## config.mk

```make
export PLATFORM = sky130hd
export DESIGN_NAME = zad7_1
export DESIGN_NICKNAME = d
export VERILOG_FILES = /design/src/rtl/zad7_1_pkg.sv /design/src/rtl/zad7_1_lzc16.sv /design/src/rtl/zad7_1.sv
export SDC_FILE = /design/constraint.sdc
export NUM_CORES = 1
export LEC_CHECK = 0
export BUFFER_PORTS_ARGS = -buffer_cell sky130_fd_sc_hd__buf_2
export CORE_MARGIN = 2
export CORE_UTILIZATION = 40
export DETAILED_ROUTE_END_ITERATION = 12
export PLACE_DENSITY = 0.73
export SYNTH_ARGS = -nofsm -noshare
export SYNTH_HDL_FRONTEND = slang
export SYNTH_SLANG_ARGS = --single-unit
```

## constraint.sdc

```tcl
create_clock -name clk -period 0.8 [get_ports clk]
set_input_delay 0.04 -clock clk [delete_from_list [all_inputs] [get_ports clk]]
set_output_delay 0.04 -clock clk [all_outputs]
set_load 0.005 [all_outputs]
```

## src/rtl/zad7_1_pkg.sv

```systemverilog
// rtl/zad7_1_pkg.sv - binary16 field widths, constants and the packed half-float layout
package zad7_1_pkg;

  localparam int F16_EXP_W = 5;
  localparam int F16_MAN_W = 10;
  localparam int F16_BIAS  = 15;

  localparam logic [15:0] F16_POS_INF = 16'h7C00;
  localparam logic [15:0] F16_ZERO    = 16'h0000;

  typedef struct packed {
    logic                 sign;
    logic [F16_EXP_W-1:0] exp;
    logic [F16_MAN_W-1:0] man;
  } f16_t;

endpackage

```

## src/rtl/zad7_1_lzc16.sv

```systemverilog
// rtl/zad7_1_lzc16.sv - combinational 16-bit leading-zero counter with all-zero flag
module lzc16 (
  input  logic [15:0] i_data,
  output logic [3:0]  o_count,
  output logic        o_zero
);

  // Ascending scan: the highest set bit is the last one to write the count.
  always_comb begin
    o_count = 4'd0;
    for (int i = 0; i < 16; i++) begin
      if (i_data[i]) o_count = 4'(15 - i);
    end
  end

  assign o_zero = ~|i_data;

endmodule

```

## src/rtl/zad7_1.sv

```systemverilog
// rtl/zad7_1.sv - registered 16-bit integer to binary16 converter, RNE rounding, +inf clamp
// Define ZAD7_1_SIGNED_EN to treat input0 as two's complement.
import zad7_1_pkg::*;

module zad7_1 (
  input  logic        clk,
  input  logic        rst,
  input  logic [15:0] input0,
  output logic [15:0] output0
);

  logic        w_sign;
  logic [15:0] w_mag;
  logic [3:0]  w_lz;
  logic        w_zero;
  logic [14:0] w_norm;
  logic [9:0]  w_man_t;
  logic        w_guard;
  logic        w_sticky;
  logic        w_round_up;
  logic [10:0] w_man_sum;
  logic [5:0]  w_exp;
  f16_t        w_res;
  f16_t        r_out;

`ifdef ZAD7_1_SIGNED_EN
  assign w_sign = input0[15];
  assign w_mag  = input0[15] ? 16'(-input0) : input0;
`else
  assign w_sign = 1'b0;
  assign w_mag  = input0;
`endif

  lzc16 u_lzc (
    .i_data  (w_mag),
    .o_count (w_lz),
    .o_zero  (w_zero)
  );

  // Shift the leading one out of the top; what remains is mantissa, guard, sticky.
  assign w_norm     = 15'(w_mag << w_lz);
  assign w_man_t    = w_norm[14:5];
  assign w_guard    = w_norm[4];
  assign w_sticky   = |w_norm[3:0];
  assign w_round_up = w_guard & (w_sticky | w_man_t[0]);
  assign w_man_sum  = {1'b0, w_man_t} + 11'(w_round_up);
  assign w_exp      = 6'(F16_BIAS) + 6'(4'd15 - w_lz) + 6'(w_man_sum[10]);

  always_comb begin
    w_res = f16_t'(F16_ZERO);
    if (!w_zero) begin
      if (w_exp >= 6'd31) begin
        w_res = f16_t'({w_sign, F16_POS_INF[14:0]});
      end else begin
        w_res.sign = w_sign;
        w_res.exp  = w_exp[4:0];
        w_res.man  = w_man_sum[9:0];
      end
    end
  end

  always_ff @(posedge clk or posedge rst) begin
    if (rst) r_out <= f16_t'(F16_ZERO);
    else     r_out <= w_res;
  end

  assign output0 = r_out;

endmodule

```

==> impl.org <==
** Synth
- The most used flip-flop cell after synthesis is dfrtp_1.
- Each instance of the synthesized netlist takes up on average between 7 and 8 sq um.
- Most frequent cell after synthesis :: nor2_1
- Combinational family with the most area after synthesis :: simple AND/OR/NAND/NOR gates
- Ys async rst share :: 1.00
- Number of synthesized register bits :: 15
- Largest area contributor in the synthesized netlist :: dfrtp_1
- Leading cell types by total area after synthesis :: dfrtp_1, nor2_1, nand2_1, a21oi_1, o21ai_0
- Most instantiated cells after synthesis :: nor2_1, nand2_1, a21oi_1, dfrtp_1, o21ai_0
- Of the total synthesized cell area, the portion taken by XOR and XNOR cells is 0.0135.
- Mapped Nets :: 277
- Post-Synth Adder-Cell Area :: 0.0193
- Of the post-synthesis cell area, the dominant cell type holds 0.193.
- The synthesized-area fraction occupied by ao, oa, aoi and oai cells came to 0.331.
- Netlist area before placement :: 1940 sq um
- Simple-gate share of the synthesized area :: 0.345
- After technology mapping, the gate count stands at ~260.
- Of the synthesized area, sequential elements account for 0.193.
- In this run, synthesis inferred 0 flip-flops with an integrated enable.
- In this run, distinct cell masters in the synthesized netlist total 75.
- Number of warnings printed during yosys synthesis :: 0
- Fraction of synthesized area in multiplexers :: 0.0168

** Power and ir drop
- The worst-case IR drop observed on VDD is 0.000754 V.
- Summed over all cells, the static leakage comes to about 1.6 nW.
- Pwr Density :: 1060 nW/um^2

** Worst setup path
- Critical Path End Type :: flop
- Category of the worst setup path launch point :: input port
- Peak per-stage delay on the critical path :: 0.54 ns
- Along the worst path, the maximum fanout reaches 8.
- The critical path is of the input port to flop type.
- Critical Path Stages :: 20
- Buf+Inv Stages, Crit Path :: 3
- Critical Path AT :: 3.40 ns
- At the worst endpoint, the required time is 0.92 ns.
- Among all stages on the critical path, the largest delay is contributed by or4_4.
- In this design, the largest share of critical-path delay is due to simple AND/OR/NAND/NOR gates.
- Worst-path cell chain :: buf_8 -> buf_6 -> or4_4 -> a21oi_4 -> nor2_4 -> buf_12 -> o22ai_4 -> mux2_4 -> and2_4 -> ha_4 -> nand3_2 -> nor3_2 -> nand3b_1 -> ha_2 -> ha_4 -> nor3_4 -> o21ai_2 -> o21ai_2 -> nor2b_1 -> mux2_4

** Die
- Effective utilization at floorplan :: 0.414
- Number of I/O pins :: 34
- Height of the die :: 73.7 um
- Die boundary width :: 73.7 um
- The floorplan step defined a die boundary enclosing 5430 sq um.
- The floorplan has 25 rows.
- Floorplan core area :: 4690 sq um

** Route
- The final layout contains routed wiring with a total length of 9850 um.
- Initial drt markers :: 415
- In the routed design, unresolved DRC markers number 0.
- DRT Pass-1 Iters :: 5
- The count of nets left with antenna violations once routing finished came out at 0.
- Using the TritonRoute via totals, the vias-per-cell ratio works out to 6.58.
- Via Count :: 3002
- Routed wire per std cell :: 21.6 um

** Place
- HPWL after DPL :: 5660 um
- Cell total after placement :: approximately 430
- Routability-driven placement finished with a final weighted congestion of between 0.9 and 1.
- Total placed instance area :: 3000 sq um
- Number of buffers added on ports :: 32

** STA
- Slew Limit Fails :: 0
- Setup repair after global routing could not meet its margin everywhere.
- Once routing completed, OpenROAD measured the worst setup slack at -2.48 ns.
- For the pin with the worst max-slew slack, the measured transition is 0.487 ns.
- Measured against its own limit, the worst slew margin works out to 0.672.
- Final setup violating endpoints :: 15
- The final hold violation count came to 0.
- The smallest clock period supported by the final layout is computed as roughly 3.3 ns.
- Sum of negative setup slack :: -34.05 ns
- In the finished design, the share of the clock period the worst path needs comes to 4.10.
- Static timing analysis puts the maximum clock frequency at 0.305 GHz.

** Clocking
- TritonCTS Sinks :: 15
- Clock-pin slew was measured on the worst setup and hold paths at 0.06 ns.
- Maximum buffer depth of the clock tree :: 2
- Clock tree from TritonCTS :: built
- TritonCTS created 3 clock buffers.
- CTS built an H-tree with a depth of 1.
- CTS placed an instance of clkbuf_8 at the clock tree root.

** Global route
- Global-route wire length before repair :: 13500 um
- For this run, the total global-route usage over all layers was measured as 0.320.
- The number of global-route vias before repair was about 2800.
- Entering global routing, the biggest net connects 16 pins.
- Number of antenna violations at the first check in global routing :: 0
- Global route overflow :: 0

** Final layout
- Post-route cell area :: 3650 sq um
- NumNets Final :: 424
- Area added between synthesis and finish :: 87.8%
- Flip-flop count of the largest register after layout :: 15
- Layout cell share with drive strength beyond 1 :: 0.629
- 0 antenna diodes ended up in the layout.
- Fin cells :: 456

** Hold path
- Hold crit path type :: input port to async pin

** Run status
- Violated checks :: negative setup slack
- The run finished, with violations left.

** Flow run
- Number of maximum-capacitance violations :: 0
-- cell families (layout without fill, tap and decap cells) --
kind of cell	Yosys count	in the layout
xor gates and xnor gates	3	3
other	1	1
buffers and inverters	26	172
and+or+nand+nor	117	117
adders and majority gates	3	3
AOI/OAI and AO/OA	88	88
muxes	3	3
DFF	15	15
-- layout by cell type, fill, tap and decap left out, drive strengths merged, types with 2 or more instances in the layout --
| master | count |
|---|---|
| a2111oi | 2 |
| a211o | 3 |
| a211oi | 4 |
| a21bo | 2 |
| a21boi | 2 |
| a21o | 4 |
| a21oi | 16 |
| a221oi | 4 |
| a22oi | 3 |
| a311o | 2 |
| a31oi | 4 |
| and2 | 3 |
| and3 | 2 |
| buf | 159 |
| clkbuf | 4 |
| dfrtp | 15 |
| ha | 3 |
| inv | 6 |
| mux2 | 2 |
| nand2 | 23 |
| nand2b | 3 |
| nand3 | 12 |
| nand3b | 2 |
| nand4 | 7 |
| nor2 | 27 |
| nor2b | 7 |
| nor3 | 9 |
| nor3b | 2 |
| nor4 | 6 |
| o2111ai | 2 |
| o211ai | 3 |
| o21a | 2 |
| o21ai | 18 |
| o31ai | 3 |
| o32ai | 2 |
| or2 | 2 |
| or3 | 4 |
| or4 | 4 |
| xnor2 | 3 |
-- metal layers --
layer / global-route usage / share of wire
met5: 0 / 0
met2: 0.559 / 0.48
met3: 0.0508 / 0.10
met1: 0.376 / 0.34
met4: 0.160 / 0.076
-- tightest hold or removal path: stages --
cell and delay, ns:
dlygate4sd3_1 0.54, buf_2 0.14, clkinvlp_4 0.22
-- power by group --
| part | internal [mW] | switching, mW |
|---|---|---|
| combinational | 1.16 | 1.23 |
| sequential | 0.871 | 0.0211 |
| clock | 0.351 | 0.233 |
| total | 2.38 | 1.48 |
-- area by class of cell --
class                      instances  area, sq um
multi-input combinational        215         1930
tap                               54         67.6
timing repair inverter             1         6.26
sequential                        15          375
clock buffer                       4         45.0
timing repair buffer             160         1190
fill                             285         1050
inverter                           7         33.8
-- stage by stage --
stage	util	worst slack [ns]	total power, mW	hold WS, ns
floorplan	-	-2.55	1.87	-0.0585
global placement	0.640	-2.71	2.65	0.0843
detailed placement	0.640	-2.76	2.70	0.0917
CTS	0.731	-2.28	3.51	0.390
global route	0.777	-2.60	4.03	0.344
finish	0.777	-2.48	3.86	0.319
-- final timing paths --
path,from,end,slack (ns)
worst min-delay path,rst,output0[7]$_DFF_PP0_,0.32
max in group asynchronous,rst,output0[10]$_DFF_PP0_,0.28
min in group clk,input0[9],output0[14]$_DFF_PP0_,0.51
worst max-delay path,input0[10],output0[9]$_DFF_PP0_,-2.48
-- timing repair --
| action | CTS | global route |
|---|---|---|
| endpoints found under the setup margin | 15 | 30 |
| hold buffers | 1 | 0 |
| hold endpoints to repair | 15 | 0 |
| cloned | 1 | 0 |
| pin swaps | 22 | 20 |
| gates resized for setup | 58 | 35 |
| setup buffers | 10 | 9 |
Note: power is estimated with default switching activity, not from simulation.
